File: config.mk
export PLATFORM = sky130hd
export DESIGN_NAME = detector_vazamento
export DESIGN_NICKNAME = d
export VERILOG_FILES = /design/src/rtl/detector_vazamento_pkg.sv /design/src/rtl/bcd_para_binario.sv /design/src/rtl/detector_vazamento.sv
export SDC_FILE = /design/constraint.sdc
export NUM_CORES = 1
export LEC_CHECK = 0
export CAP_MARGIN = 25
export CORE_MARGIN = 2
export CORE_UTILIZATION = 44
export DETAILED_ROUTE_END_ITERATION = 8
export DONT_BUFFER_PORTS = 1
export GPL_TIMING_DRIVEN = 0
export HOLD_SLACK_MARGIN = 0.02
export SETUP_SLACK_MARGIN = 0.1
export SLEW_MARGIN = 25
export SYNTH_ARGS = -nofsm -noshare
export SYNTH_HDL_FRONTEND = slang
export SYNTH_SLANG_ARGS = --single-unit
File: constraint.sdc
create_clock -name clock -period 4.3 [get_ports clock]
set_clock_uncertainty 0.1 [all_clocks]
set_input_delay 0.86 -clock clock [delete_from_list [all_inputs] [get_ports clock]]
set_output_delay 0.86 -clock clock [all_outputs]
set_load 0.05 [all_outputs]
File: src/rtl/detector_vazamento_pkg.sv
// Shared state codes and parameter defaults for the leak detector.
package detector_vazamento_pkg;

    localparam int unsigned PROFUNDIDADE_PADRAO = 8;
    localparam int unsigned LIMIAR_PADRAO       = 5;
    localparam int unsigned CONFIRMA_PADRAO     = 3;

    typedef enum logic [1:0] {
        Ocioso   = 2'b00,
        Converte = 2'b01,
        Escreve  = 2'b10,
        Avalia   = 2'b11
    } estado_t;

endpackage

File: src/rtl/bcd_para_binario.sv
// Combinational 3-digit BCD to 10-bit binary converter with invalid-digit flag.
module bcd_para_binario (
    input  logic [11:0] bcd,
    output logic [9:0]  binario,
    output logic        invalido
);

    logic [3:0] d2, d1, d0;

    always_comb begin
        d2       = bcd[11:8];
        d1       = bcd[7:4];
        d0       = bcd[3:0];
        invalido = (d2 > 4'd9) || (d1 > 4'd9) || (d0 > 4'd9);
        binario  = 10'(d2) * 10'd100 + 10'(d1) * 10'd10 + 10'(d0);
    end

endmodule

File: src/rtl/detector_vazamento.sv
// Leak detector: sliding window of water-level samples; alarms after CONFIRMA
// consecutive windows whose newest-minus-oldest distance exceeds LIMIAR.
module detector_vazamento
    import detector_vazamento_pkg::*;
#(
    parameter int unsigned PROFUNDIDADE = PROFUNDIDADE_PADRAO,
    parameter int unsigned LIMIAR       = LIMIAR_PADRAO,
    parameter int unsigned CONFIRMA     = CONFIRMA_PADRAO
) (
    input  logic        clock,
    input  logic        reset,
    input  logic        zera,
    input  logic        amostra,
    input  logic [11:0] distancia,
    input  logic        valvula_aberta,
    input  logic        reconhece,
    output logic        vazamento,
    output logic [10:0] delta,
    output logic        pronto,
    output logic        erro_bcd,
    output logic        cheio,
    output logic [1:0]  db_estado,
    output logic [3:0]  db_contagem
);

    localparam int unsigned PTR_W  = (PROFUNDIDADE > 1) ? $clog2(PROFUNDIDADE) : 1;
    localparam int unsigned CNT_W  = $clog2(PROFUNDIDADE + 1);
    localparam int unsigned CONF_W = $clog2(CONFIRMA + 1);
    localparam logic signed [10:0] LIMIAR_S = 11'(LIMIAR);

    estado_t           estado_q, estado_d;
    logic [11:0]       bcd_q, bcd_d;
    logic [9:0]        bin_q, bin_d;
    logic [PTR_W-1:0]  wptr_q, wptr_d;
    logic [CNT_W-1:0]  cont_q, cont_d;
    logic [CONF_W-1:0] conf_q, conf_d, conf_n;
    logic [10:0]       delta_q, delta_d;
    logic              dvalido_q, dvalido_d;
    logic              vaz_q, vaz_d;
    logic              erro_q, erro_d;
    logic              escreve, set_alarme, pronto_c;

    logic [9:0]        buffer [PROFUNDIDADE];
    logic [9:0]        bin_conv;
    logic              bcd_invalido;

    bcd_para_binario u_bcd (
        .bcd      (bcd_q),
        .binario  (bin_conv),
        .invalido (bcd_invalido)
    );

    always_comb begin
        estado_d   = estado_q;
        bcd_d      = bcd_q;
        bin_d      = bin_q;
        wptr_d     = wptr_q;
        cont_d     = cont_q;
        conf_d     = conf_q;
        conf_n     = '0;
        delta_d    = delta_q;
        dvalido_d  = dvalido_q;
        vaz_d      = vaz_q;
        erro_d     = 1'b0;
        escreve    = 1'b0;
        set_alarme = 1'b0;
        pronto_c   = 1'b0;

        if (zera) begin
            estado_d  = Ocioso;
            wptr_d    = '0;
            cont_d    = '0;
            conf_d    = '0;
            delta_d   = '0;
            dvalido_d = 1'b0;
            vaz_d     = 1'b0;
        end else if (valvula_aberta) begin
            // Filling invalidates the window, but a pending alarm is kept.
            estado_d  = Ocioso;
            wptr_d    = '0;
            cont_d    = '0;
            conf_d    = '0;
            dvalido_d = 1'b0;
        end else begin
            if (reconhece) begin
                vaz_d  = 1'b0;
                conf_d = '0;
            end
            unique case (estado_q)
                Ocioso: begin
                    if (amostra) begin
                        bcd_d    = distancia;
                        estado_d = Converte;
                    end
                end
                Converte: begin
                    if (bcd_invalido) begin
                        erro_d   = 1'b1;
                        estado_d = Ocioso;
                    end else begin
                        bin_d    = bin_conv;
                        estado_d = Escreve;
                    end
                end
                Escreve: begin
                    escreve = 1'b1;
                    if (cont_q == CNT_W'(PROFUNDIDADE)) begin
                        delta_d   = {1'b0, bin_q} - {1'b0, buffer[wptr_q]};
                        dvalido_d = 1'b1;
                    end else begin
                        delta_d   = '0;
                        dvalido_d = 1'b0;
                    end
                    wptr_d = (wptr_q == PTR_W'(PROFUNDIDADE - 1)) ? '0 : wptr_q + PTR_W'(1);
                    if (cont_q != CNT_W'(PROFUNDIDADE)) begin
                        cont_d = cont_q + CNT_W'(1);
                    end
                    estado_d = Avalia;
                end
                Avalia: begin
                    pronto_c = 1'b1;
                    if (dvalido_q) begin
                        if ($signed(delta_q) > LIMIAR_S) begin
                            conf_n = (conf_q == CONF_W'(CONFIRMA)) ? conf_q : conf_q + CONF_W'(1);
                        end
                        if (!reconhece) begin
                            conf_d = conf_n;
                        end
                        // Alarm setting overrides a coincident acknowledge.
                        if (conf_n == CONF_W'(CONFIRMA)) begin
                            vaz_d      = 1'b1;
                            set_alarme = 1'b1;
                        end
                    end
                    estado_d = Ocioso;
                end
            endcase
        end
    end

    always_ff @(posedge clock or negedge reset) begin
        if (!reset) begin
            estado_q  <= Ocioso;
            bcd_q     <= '0;
            bin_q     <= '0;
            wptr_q    <= '0;
            cont_q    <= '0;
            conf_q    <= '0;
            delta_q   <= '0;
            dvalido_q <= 1'b0;
            vaz_q     <= 1'b0;
            erro_q    <= 1'b0;
        end else begin
            estado_q  <= estado_d;
            bcd_q     <= bcd_d;
            bin_q     <= bin_d;
            wptr_q    <= wptr_d;
            cont_q    <= cont_d;
            conf_q    <= conf_d;
            delta_q   <= delta_d;
            dvalido_q <= dvalido_d;
            vaz_q     <= vaz_d;
            erro_q    <= erro_d;
        end
    end

    always_ff @(posedge clock) begin
        if (escreve) begin
            buffer[wptr_q] <= bin_q;
        end
    end

    always_comb begin
        vazamento   = vaz_q | set_alarme;
        delta       = delta_q;
        pronto      = pronto_c;
        erro_bcd    = erro_q;
        cheio       = (cont_q == CNT_W'(PROFUNDIDADE));
        db_estado   = estado_q;
        db_contagem = 4'(cont_q);
    end

endmodule

; ---- Word level (Yosys, flattened, before mapping)
; Memory sizes are Yosys's and may differ from the RTL's.
; Index checks and enable logic that the tools add are counted.
[word_totals]
ff_bits = 47
mem_bits_rw = 80
input_bits = 18
out_inout_bits = 21
word_cells = 103
n_memories = 1
[op_classes]
addsub = 6
multipliers = 2
magnitude_cmp = 4
n_eq_ne = 10
n_mux = 56
n_bitwise = 4
n_reduce_logical = 10
[mem_list]
columns = name, depth, word_bits, read_ports, rd_clocked_by_memory_dff, wr, line_no
row1 = buffer, 8, 10, 1, 0, 1, detector_vazamento.sv:43  ; logic [9:0] buffer [PROFUNDIDADE];
[ops]
columns = operator, count
row1 = 11-bit 2-to-1 mux, 4
row2 = 2-bit 2-to-1 mux, 16
row3 = 1-bit 2-to-1 mux, 27
row4 = 4-bit 2-to-1 mux, 4
row5 = 4-bit > comparator (second input constant), 3
row6 = 3-bit 2-to-1 mux, 4
row7 = 11-bit by 4-bit > comparator with 1-bit output (second input constant), 1
row8 = 10-bit by 10-bit subtractor with 11-bit output, 1
row9 = 10-bit by 4-bit adder with 10-bit output, 1
row10 = 10-bit by 8-bit adder with 10-bit output, 1
row11 = 2-bit == test (second input constant), 4
row12 = 4-bit by 5-bit multiplier with 8-bit output (second input constant), 1
row13 = 4-bit != test (second input constant), 2
row14 = 2-bit case mux with 4 select lines, 1
row15 = 4-bit AND reduction, 2
row16 = 4-bit by 3-bit multiplier with 7-bit output (second input constant), 1
row17 = 3-bit nonzero test, 2
row18 = 4-bit by 1-bit adder with 4-bit output (second input constant), 1
row19 = 4-bit == test (second input constant), 1
row20 = 2-bit AND reduction, 2
row21 = 3-bit by 1-bit adder with 3-bit output (second input constant), 1
row22 = 3-bit == test (second input constant), 1
row23 = 1-bit inverter, 3
row24 = 2-bit by 1-bit adder with 2-bit output (second input constant), 1
row25 = 6 further kinds, 7

; ---- Longest topological paths before layout
; Gate-level depths: netlist of run 1.
[logic_depth]
word_depth = 14
mapped_depth = 13
mapped_depth_nobuf = 13

; ---- Modules after synthesis
; From an unflattened synthesis of run 1, not the netlist that was laid out.
[hier_totals]
cells_unflattened = 459
area_unflattened_um2 = 6199.7
[by_module_without_submodules]
columns = mod, instances, cells_per_inst, area_each_um2, seq_area_each_um2
row1 = detector_vazamento, 1, 375, 5464.0, 3578.4
row2 = bcd_para_binario, 1, 84, 735.7, 0.0

; ---- Worst setup path before layout of run 1
; Ideal clock, no wire load.
[synth_timing]
path_type = reg2reg
start = register bcd_q[5]
end = register bin_q[9]
setup_time_ns = 0.125
arrival_ns = 3.251
t_required_ns = 4.075
slack_ns = 0.824
stages_incl_launch_ff = 13
path_buffers = 0
synth_period_minus_slack_ns = 3.476
path_cell_list = dfrtp_1 > ha_1 > ha_1 > inv_1 > fa_1 > xnor2_1 > ha_1 > ha_1 > and3_1 > a2111oi_0 > a21oi_1 > xnor2_1 > mux2_2
[synth_between]
elab_chain_cells = 5
elab_cells_between_ends = 8
cone_classes = add/sub (2) / mul (1) / order compare (1) / bitwise (1) / reduce/logical (3)
[synth_lines]
columns = element, line_no
row1 = start: declaration, detector_vazamento.sv:32  ; logic [11:0] bcd_q, bcd_d;
row2 = start signal: assignment, detector_vazamento.sv:144  ; bcd_q <= '0;
row3 = start signal: assignment, detector_vazamento.sv:155  ; bcd_q <= bcd_d;
row4 = branches (longest 5 deep; another with 10-bit by 8-bit adder with 10-bit output), --
row5 = end signal: assignment, detector_vazamento.sv:156  ; bin_q <= bin_d;
row6 = end: declaration, detector_vazamento.sv:33  ; logic [9:0] bin_q, bin_d;
; Parallel ways; which one is timed is not known.
; A chain may end at the register's enable or synchronous reset.

; ---- Worst setup path after layout of run 1
[layout_timing]
start = register wptr_q[0]
end = register delta_q[9] (netlist: delta[9])
[layout_between]
elab_chain_cells = 6
[layout_lines]
columns = element, line_no
row1 = start: declaration, detector_vazamento.sv:34  ; logic [PTR_W-1:0] wptr_q, wptr_d;
row2 = start signal: assignment, detector_vazamento.sv:157  ; wptr_q <= wptr_d;
row3 = memory 8 x 10 bit, --
row4 = 10-bit by 10-bit subtractor with 11-bit output, detector_vazamento.sv:108  ; delta_d = {1'b0, bin_q} - {1'b0, buffer[wptr_q]};
row5 = 11-bit 2-to-1 mux, detector_vazamento.sv:107  ; if (cont_q == CNT_W'(PROFUNDIDADE)) begin
row6 = 11-bit 2-to-1 mux, detector_vazamento.sv:89  ; unique case (estado_q)
row7 = 11-bit 2-to-1 mux, detector_vazamento.sv:77  ; end else if (valvula_aberta) begin
row8 = 11-bit 2-to-1 mux, detector_vazamento.sv:69  ; if (zera) begin
row9 = end signal: assignment, detector_vazamento.sv:160  ; delta_q <= delta_d;
row10 = end: declaration, detector_vazamento.sv:37  ; logic [10:0] delta_q, delta_d;
; Every way passes these cells. The select of a mux whose other input is x is not followed.

==> run metrics, run 1 <==
Synth Net Count=between 500 and 600; Area Growth Syn to Fin=14.4%; CTS Buf Count=17; CP peak stage delay=just under 0.5 ns; Synth cell types=49; Final Max Slew Viols=0; CTS clk-pin slew, worst paths=roughly 0.05 ns; post-route ant nets=0; die area=between 15000 and 20000 µm²; relative slew slack=40.0%; post-synthesis sequential area ratio=57.6%; GRT Util Overall=19.3%; Leak=roughly 2.9 nW; FFs w/ async S/R, synth=about 37%; CP max stage cell=clkinv_1; Gate Count Post-Synth=between 400 and 500; Max Root-Sink Buffers=2; number of global-route vias before repair=slightly below 4000; number of warnings issued by yosys=0; Setup violations, final=0; final hold vios=0; Die H=~120 µm; worst vdd ir=a little under 0.3 mV; Worst EP arrival=between 4 and 5 ns; Synth Register Bits=roughly 130; Final min period=slightly below 4 ns; Startpoint Class=flip-flop; maximum operating frequency=between 0.2 and 0.3 GHz; DRT iter0 DRCs=between 300 and 400; non-filler instance count after layout=between 600 and 700; post-synthesis average cell area=about 13 µm²; Diodes inserted=0; routed wire length=between 10000 and 15000 µm; total gr overflow=0; most frequent cells in the layout=edfxtp_1, dfrtp_1, ha_1; clk_lat worst skew=0.43 ns; element type at the critical path end=flip-flop; DR WL/cell=approximately 20 µm; period utilisation layout=between 90% and 100%; H-tree depth=4; IO Count=39; CP Class=reg -> reg; routed vias=3889; Rows=between 40 and 50; Post-synth EDFFs=80; initial antenna violation count=0; core area=~14000 µm²; Critical Path RT=4.51 ns; global-route wire length before repair=about 21000 µm; post-CTS setup buffers=0; P per Cell Area=about 560 nW/µm²; final net count=roughly 570; share of cells above drive strength 1=between 10% and 20%; number of I/O port buffers=0; CTS sink cnt=127; Total Neg Setup Slack=0 ns; design area=just over 7000 µm²; Die X=between 100 and 150 µm; Post-Place Cell Area=6490 µm²; Core Util, Final=between 50% and 60%; gpl congestion=approximately 0.85; worst min path class=in -> async; Root Buffer=clkbuf_16; outcome=complete, no violations; unrepaired setup endpoints after global routing=no; placed cell count=between 600 and 700; transition time of the tightest slew-check pin=0.897 ns; HPWL Detailed=a little over 9000 µm; Cell Chain, Critical Path=clkbuf_1 > clkinv_1 > a221oi_1 > nor2_1 > a311oi_1 > ha_1 > o21a_1 > o31a_1 > o31ai_1 > a21oi_1 > or3_1 > a32o_1; Max Cap Violations=0; largest net degree at the start of global routing=31; total chip power=4.00 mW; Max Fanout on Critical Path=10; mapped cell area=around 6200 µm²; Synth Flop Type=edfxtp_1; most common cell after layout, fill and taps aside=edfxtp_1; Initial Util=~45%; Via density=between 5 and 6; Pre-antenna DRT Iters=5; # DRC=0; CTS tree=yes
## power by group
group	internal, mW	total [mW]	leakage (nW)	switching, mW
sequential	1.46	1.62	1.35	0.167
clock	0.889	1.39	0.288	0.498
combinational	0.478	0.984	1.23	0.505
## repair_timing
item	in CTS	in global routing
endpoints found under the setup margin	0	3
hold buffers	1	2
hold endpoints to repair	18	12
gates resized for setup	0	3
## cell type report
cell class,count,area [µm²]
flip-flops and latches,127,3580
well taps,180,225
clock buffers,26,522
clock inverters,6,55.1
inverters,32,120
multi-input cells,301,2460
repair buffers,7,67.6
fillers,1184,6720
plain buffers,16,77.6
## routing by layer
| metal | GRT usage, % | routed length, µm | part of all wire (%) | vias up |
|---|---|---|---|---|
| met4 | 7.47 | 242 | 1.8 | 0 |
| met3 | 5.44 | 601 | 4.4 | 21 |
| met1 | 25.4 | 6160 | 45 | 1975 |
| li1 | - | - | - | 1807 |
| met2 | 30.5 | 6630 | 49 | 86 |
| met5 | 0 | 0 | 0 | - |
## stage by stage
step | setup slack, ns | hold WS [ns]
floorplan | 0.824 | 0.368
global placement | 0.324 | 0.389
detailed placement | 0.292 | 0.398
CTS | 0.228 | 0.0201
global route | 0.125 | 0.0207
finish | 0.417 | 0.0295
## flip-flops by register name, indices dropped and copies added, names as in the netlist
register / cells
db_contagem: 4
bin_q: 10
vaz_q: 1
erro_bcd: 1
bcd_q: 12
wptr_q: 3
conf_q: 2
delta: 11
dvalido_q: 1
buffer: 80
db_estado: 2
## path summary, 6_finish.rpt
path	slack [ns]	cells after the start	start	end
max in group asynchronous	2.64	1	reset	bcd_q[0]$_DFFE_PN0P_
setup reg to reg	0.42	12	wptr_q[0]$_DFFE_PN0P_	delta[9]$_DFFE_PN0P_
min in group clock	0.40	1	reconhece	conf_q[0]$_DFF_PN0_
hold reg to reg	0.40	2	vaz_q$_DFFE_PN0P_	vaz_q$_DFFE_PN0P_
hold / removal	0.03	0	reset	wptr_q[0]$_DFFE_PN0P_
setup / recovery	0.42	12	wptr_q[0]$_DFFE_PN0P_	delta[9]$_DFFE_PN0P_
## kinds of logic after synthesis
kind of cell	Yosys count	share of synthesized area, %
adders and majority gates	46	9.99
AOI/OAI and AO/OA	79	8.24
and+or+nand+nor	115	8.74
buffers and inverters	48	3.14
xor gates and xnor gates	15	2.11
DFF	127	57.6
muxes	46	10.2
## synth_stat cells (2+ instances only)
| master | count | area (µm²) |
|---|---|---|
| edfxtp_1 | 80 | 2400 |
| dfrtp_1 | 47 | 1180 |
| nor2_1 | 42 | 158 |
| ha_1 | 40 | 500 |
| inv_1 | 31 | 116 |
| a21oi_1 | 27 | 135 |
| nand2_1 | 26 | 97.6 |
| mux2_2 | 17 | 191 |
| o21ai_0 | 16 | 80.1 |
| clkbuf_1 | 12 | 45.0 |
| mux2i_1 | 11 | 110 |
| mux2_4 | 10 | 150 |
| nor3_1 | 10 | 50.1 |
| xnor2_1 | 10 | 87.6 |
| mux4_2 | 8 | 180 |
| a221oi_1 | 7 | 61.3 |
| nand3_1 | 7 | 35.0 |
| fa_1 | 6 | 120 |
| nor2b_1 | 6 | 37.5 |
| and3_1 | 5 | 31.3 |
| xor2_1 | 5 | 43.8 |
| nand2b_1 | 4 | 25.0 |
| o21a_1 | 4 | 30.0 |
| or3_1 | 4 | 25.0 |
| a22o_1 | 3 | 26.3 |
| a311oi_1 | 3 | 26.3 |
| a32o_1 | 3 | 30.0 |
| a31oi_1 | 2 | 12.5 |
| buf_1 | 2 | 7.51 |
| buf_6 | 2 | 22.5 |
| nor4_1 | 2 | 12.5 |
| o21bai_1 | 2 | 15.0 |
| o22a_1 | 2 | 17.5 |
| o22ai_1 | 2 | 12.5 |
| o31a_1 | 2 | 17.5 |
| o31ai_1 | 2 | 15.0 |
| or2_2 | 2 | 12.5 |
## critical path: cells and delay by family (launching register included)
kind,cells,cell delay (ns)
buf+inv,2,0.93
compound gates,7,1.64
fa+ha+maj,1,0.34
simple gates,2,0.40
flops,1,0.35
Power figures use the tool's default switching activity.
==> run 2: changes to the inputs <==
--- a/config.mk
+++ b/config.mk
@@ -9,7 +9,6 @@
 export CORE_MARGIN = 2
 export CORE_UTILIZATION = 44
 export DETAILED_ROUTE_END_ITERATION = 8
-export DONT_BUFFER_PORTS = 1
 export GPL_TIMING_DRIVEN = 0
 export HOLD_SLACK_MARGIN = 0.02
 export SETUP_SLACK_MARGIN = 0.1
==> run metrics, run 2 (synthesized netlist as in run 1, its figures left out) <==
outcome=complete, no violations; IO Count=39; # hold bufs at CTS=0; Storage cell area=3580 µm²; reg-to-reg endpoint=delta[8]$_DFFE_PN0P_; Root Buffer=clkbuf_16; CP Class=reg -> reg; most common cell after layout, fill and taps aside=edfxtp_1; non-filler instance count after layout=between 700 and 800; Biggest register=buffer; element type at the critical path end=flip-flop; Max Fanout on Critical Path=10; gpl congestion=roughly 0.84; Total Neg Setup Slack=0 ns; final hold vios=0; Startpoint Class=flip-flop; Area Growth Syn to Fin=18.9%; H-tree depth=4; Diodes inserted=0; number of global-route vias before repair=a little over 4000; routed wire length=between 10000 and 15000 µm; Final Max Slew Viols=0; Worst setup startpoint=wptr_q[2]$_DFFE_PN0P_; # DRC=0; Flop pwr share=approximately two fifths; CTS tree=yes; Die H=123 µm; worst min path class=in -> async; relative slew slack=between 40% and 50%; post-CTS setup buffers=0; placed cell count=697; combinational share of power=25.8%; Resized cells post-CTS=0; share of cells above drive strength 1=between 10% and 20%; fill cell count=about 1200; initial antenna violation count=0; number of I/O port buffers=38; CTS sink cnt=roughly 130; final net count=600; setup slack, reg-to-reg=between 0.3 and 0.4 ns; Pint=2.72 mW; period utilisation layout=91.2%; switching share of total power=about 30%; R2R depth=13; Critical Path RT=4.49 ns; total gr overflow=0; largest net degree at the start of global routing=32; DRT iter0 DRCs=around 230; DR WL/cell=~18 µm; total area of multi-input combinational cells=approximately 2500 µm²; clock power share=approximately a third; Leak=~3 nW; CTS Buf Count=17; CTS clk-pin slew, worst paths=~0.050 ns; core area=between 10000 and 15000 µm²; Setup violations, final=0; Switch Pwr=approximately 1.2 mW; transition time of the tightest slew-check pin=~0.86 ns; global-route wire length before repair=around 21000 µm; CP most frequent cell=nand2_1; Pre-antenna DRT Iters=4; Worst EP arrival=about 4.1 ns; max FFs per register=80; CP peak stage delay=~0.55 ns; Max Root-Sink Buffers=2; CP max stage cell=buf_1; routed vias=3932; HPWL Detailed=around 9300 µm; Max Cap Violations=0; Die X=~120 µm; die area=15100 µm²; post-route ant nets=0; total chip power=3.89 mW; Final min period=around 3.9 ns; Setup crit end=delta[8]$_DFFE_PN0P_; Initial Util=about 45%; Cell Chain, Critical Path=clkbuf_1 > buf_1 > mux4_2 > nand2_1 > nand2_1 > ha_1 > inv_1 > fa_1 > a21oi_1 > o22ai_1 > o41ai_1 > xor2_1 > o21ai_0; GRT Util Overall=between 10% and 20%; Via density=5.41; most frequent cells in the layout=edfxtp_1, dfrtp_1, ha_1; unrepaired setup endpoints after global routing=no; Reg-to-Reg Start=wptr_q[2]$_DFFE_PN0P_; P per Cell Area=approximately 530 nW/µm²; maximum operating frequency=around 0.26 GHz; clk_lat worst skew=0.42 ns; Rows=between 40 and 50; worst vdd ir=0.330 mV
[run 2: per-layer routing]
layer	up-vias	share of wire (%)	global-route usage [%]
li1	1878	-	-
met1	1962	46	25.6
met2	74	48	30.7
met3	18	3.7	5.07
met4	0	1.4	6.90
met5	-	0	0
[run 2: critical path, delay by kind of cell, from the launching register on]
| family | cells | cell delay [ns] |
|---|---|---|
| adders and majority gates | 2 | 0.57 |
| and+or+nand+nor | 2 | 0.18 |
| AOI/OAI and AO/OA | 4 | 0.90 |
| DFF | 1 | 0.48 |
| muxes | 1 | 0.34 |
| buffers and inverters | 3 | 1.05 |
| xor gates and xnor gates | 1 | 0.17 |
[run 2: how the worst min path moves through the flow]
stage	start	end	slack (ns)
finish	reset	wptr_q[1]$_DFFE_PN0P_	0.27
global route	reset	wptr_q[1]$_DFFE_PN0P_	0.30
CTS	reset	wptr_q[1]$_DFFE_PN0P_	0.27
detailed placement	delta[0]$_DFFE_PN0P_	delta[0]$_DFFE_PN0P_	0.38
global placement	delta[0]$_DFFE_PN0P_	delta[0]$_DFFE_PN0P_	0.38
floorplan	vaz_q$_DFFE_PN0P_	vaz_q$_DFFE_PN0P_	0.37
[run 2: power by group through the flow]
stage	Combinational, mW	Clock [mW]	Sequential [mW]
finish	1.00	1.26	1.62
global route	1.16	1.33	1.64
CTS	1.01	1.28	1.63
detailed placement	0.991	0	1.65
global placement	0.982	0	1.64
floorplan	0.794	0	1.57
[run 2: stage by stage]
step	hold slack, ns	utilization (%)	worst slack (ns)	instance area [µm²]
CTS	0.268	53.4	0.399	7380
floorplan	0.368	-	0.824	6210
global route	0.295	53.4	0.105	7380
detailed placement	0.376	49.7	0.398	6870
finish	0.272	53.4	0.380	7380
global placement	0.378	49.3	0.281	6820
[run 2: cell type report]
type                       instances  area share (%)
sequential                       127            48.5
timing repair buffer              41            5.56
inverter                          32            1.63
multi-input combinational        301            33.4
buffer                            16            1.02
clock buffer                      20            5.91
clock inverter                    10            1.00
tap                              180            3.05
==> run 3: changes to the inputs <==
--- a/config.mk
+++ b/config.mk
@@ -7,10 +7,11 @@
 export LEC_CHECK = 0
 export CAP_MARGIN = 25
 export CORE_MARGIN = 2
-export CORE_UTILIZATION = 44
+export CORE_UTILIZATION = 55
 export DETAILED_ROUTE_END_ITERATION = 8
 export GPL_TIMING_DRIVEN = 0
 export HOLD_SLACK_MARGIN = 0.02
+export PLACE_DENSITY = 0.75
 export SETUP_SLACK_MARGIN = 0.1
 export SLEW_MARGIN = 25
 export SYNTH_ARGS = -nofsm -noshare
==> run metrics, run 3 (synthesized netlist as in run 1, its figures left out) <==
clk_lat worst skew=about 0.42 ns; initial antenna violation count=0; clock power share=35.2%; combinational share of power=about a quarter; share of cells above drive strength 1=~15%; CP Class=reg -> reg; final net count=600; CTS clk-pin slew, worst paths=0.06 ns; Max Fanout on Critical Path=10; IO Count=39; Area Growth Syn to Fin=19.4%; Resized cells post-CTS=0; Diodes inserted=0; most frequent cells in the layout=edfxtp_1, dfrtp_1, ha_1; final hold slack=0.298 ns; largest net degree at the start of global routing=29; CTS sink cnt=approximately 130; HPWL Detailed=between 9000 and 10000 µm; transition time of the tightest slew-check pin=roughly 1.1 ns; Post-Place Worst Slack=between 0.2 and 0.3 ns; maximum operating frequency=about 0.25 GHz; Die H=between 100 and 150 µm; Leak=2.98 nW; total gr overflow=0; final hold vios=0; global-route wire length before repair=20800 µm; number of I/O port buffers=38; Critical Path RT=around 4.5 ns; # hold bufs at CTS=0; Final Max Slew Viols=0; Die X=110 µm; Initial Util=56.8%; Root Buffer=clkbuf_16; element type at the critical path end=flip-flop; DRT iter0 DRCs=about 350; Flop pwr share=slightly below 40%; outcome=complete, no violations; unrepaired setup endpoints after global routing=no; die area=12200 µm²; post-route ant nets=0; Setup violations, final=0; Worst EP arrival=4.24 ns; Post-Place Cell Area=between 6000 and 7000 µm²; Startpoint Class=flip-flop; most common cell after layout, fill and taps aside=edfxtp_1; CTS tree=yes; Switch Pwr=1.20 mW; Via density=5.92; # DRC=0; Max Root-Sink Buffers=2; worst vdd ir=approximately 0.47 mV; Rows=38; routed wire length=roughly 13000 µm; design area=about 7400 µm²; period utilisation layout=around 94%; DR WL/cell=between 15 and 20 µm; Biggest register=buffer; Pre-antenna DRT Iters=5; number of global-route vias before repair=just over 4000; max FFs per register=80; Pint=between 2 and 3 mW; GRT Util Overall=about a quarter; total chip power=between 4 and 5 mW; post-CTS setup buffers=0; Final min period=about 4.0 ns; P per Cell Area=between 500 and 600 nW/µm²; gpl congestion=0.895; Final WS setup=0.254 ns; CTS Buf Count=17; Total Neg Setup Slack=0 ns; core area=approximately 11000 µm²; routed vias=4080; H-tree depth=4; worst min path class=in -> async; relative slew slack=27.7%; Max Cap Violations=0; switching share of total power=roughly 30%; fill cell count=766
run 3: cell count changes in the layout (fill, tap and decap cells not counted), sizes merged:
cell / previous run / this run
buf: 10 / 8
bufinv: 1 / 3
clkbuf: 30 / 29
clkinv: 10 / 9
clkinvlp: 0 / 3
inv: 31 / 32
run 3: layout make-up:
| type | instances | area, µm² | area share (%) |
|---|---|---|---|
| multi-input cells | 301 | 2460 | 33.1 |
| inverters | 32 | 120 | 1.62 |
| clock inverters | 15 | 170 | 2.29 |
| well taps | 140 | 175 | 2.36 |
| clock buffers | 17 | 425 | 5.74 |
| plain buffers | 16 | 75.1 | 1.01 |
| flip-flops and latches | 127 | 3580 | 48.2 |
| repair buffers | 41 | 414 | 5.58 |
run 3: final timing paths:
path                                       start                     to  slack, ns  depth (start not counted)
min in group clock          delta[0]$_DFFE_PN0P_   delta[0]$_DFFE_PN0P_       0.40                          2
setup reg to reg           wptr_q[1]$_DFFE_PN0P_   delta[9]$_DFFE_PN0P_       0.25                         11
max in group asynchronous                  reset   bcd_q[2]$_DFFE_PN0P_       3.29                          2
hold reg to reg             delta[0]$_DFFE_PN0P_   delta[0]$_DFFE_PN0P_       0.40                          2
hold / removal                             reset  dvalido_q$_DFFE_PN0P_       0.30                          1
setup / recovery           wptr_q[1]$_DFFE_PN0P_   delta[9]$_DFFE_PN0P_       0.25                         11
run 3: critical path, stage by stage (launching register included):
cell and delay (ns):
dfrtp_1 0.37, clkbuf_1 0.55, clkbuf_1 0.50, mux4_2 0.40, mux2i_1 0.27, ha_1 0.29, nor2b_1 0.14, o31a_1 0.27
o31ai_1 0.34, a21oi_1 0.13, or3_1 0.32, a32o_1 0.25
run 3: stage by stage:
stage               util [%]  cells
detailed placement      62.4    657
CTS                     67.8    689
finish                  67.8    689
global route            67.8    689
global placement        61.9    654
floorplan                  -    476
run 3: layer usage:
| layer | track usage, % | part of all wire, % | wire, µm | vias to the layer above |
|---|---|---|---|---|
| li1 | - | - | - | 1869 |
| met3 | 5.11 | 6.3 | 836 | 22 |
| met4 | 10.0 | 1.8 | 238 | 0 |
| met5 | 0 | 0 | 0 | - |
| met2 | 37.1 | 50 | 6630 | 159 |
| met1 | 31.7 | 42 | 5490 | 2030 |
run 3: power groups by stage:
stage / Clock, mW / Sequential [mW] / Combinational, mW
4_1_cts: 1.44 / 1.61 / 1.02
2_1_floorplan: 0 / 1.57 / 0.794
3_3_place_gp: 0 / 1.63 / 0.967
6_report: 1.43 / 1.61 / 1.02
5_1_grt: 1.50 / 1.63 / 1.16
3_5_place_dp: 0 / 1.64 / 1.00
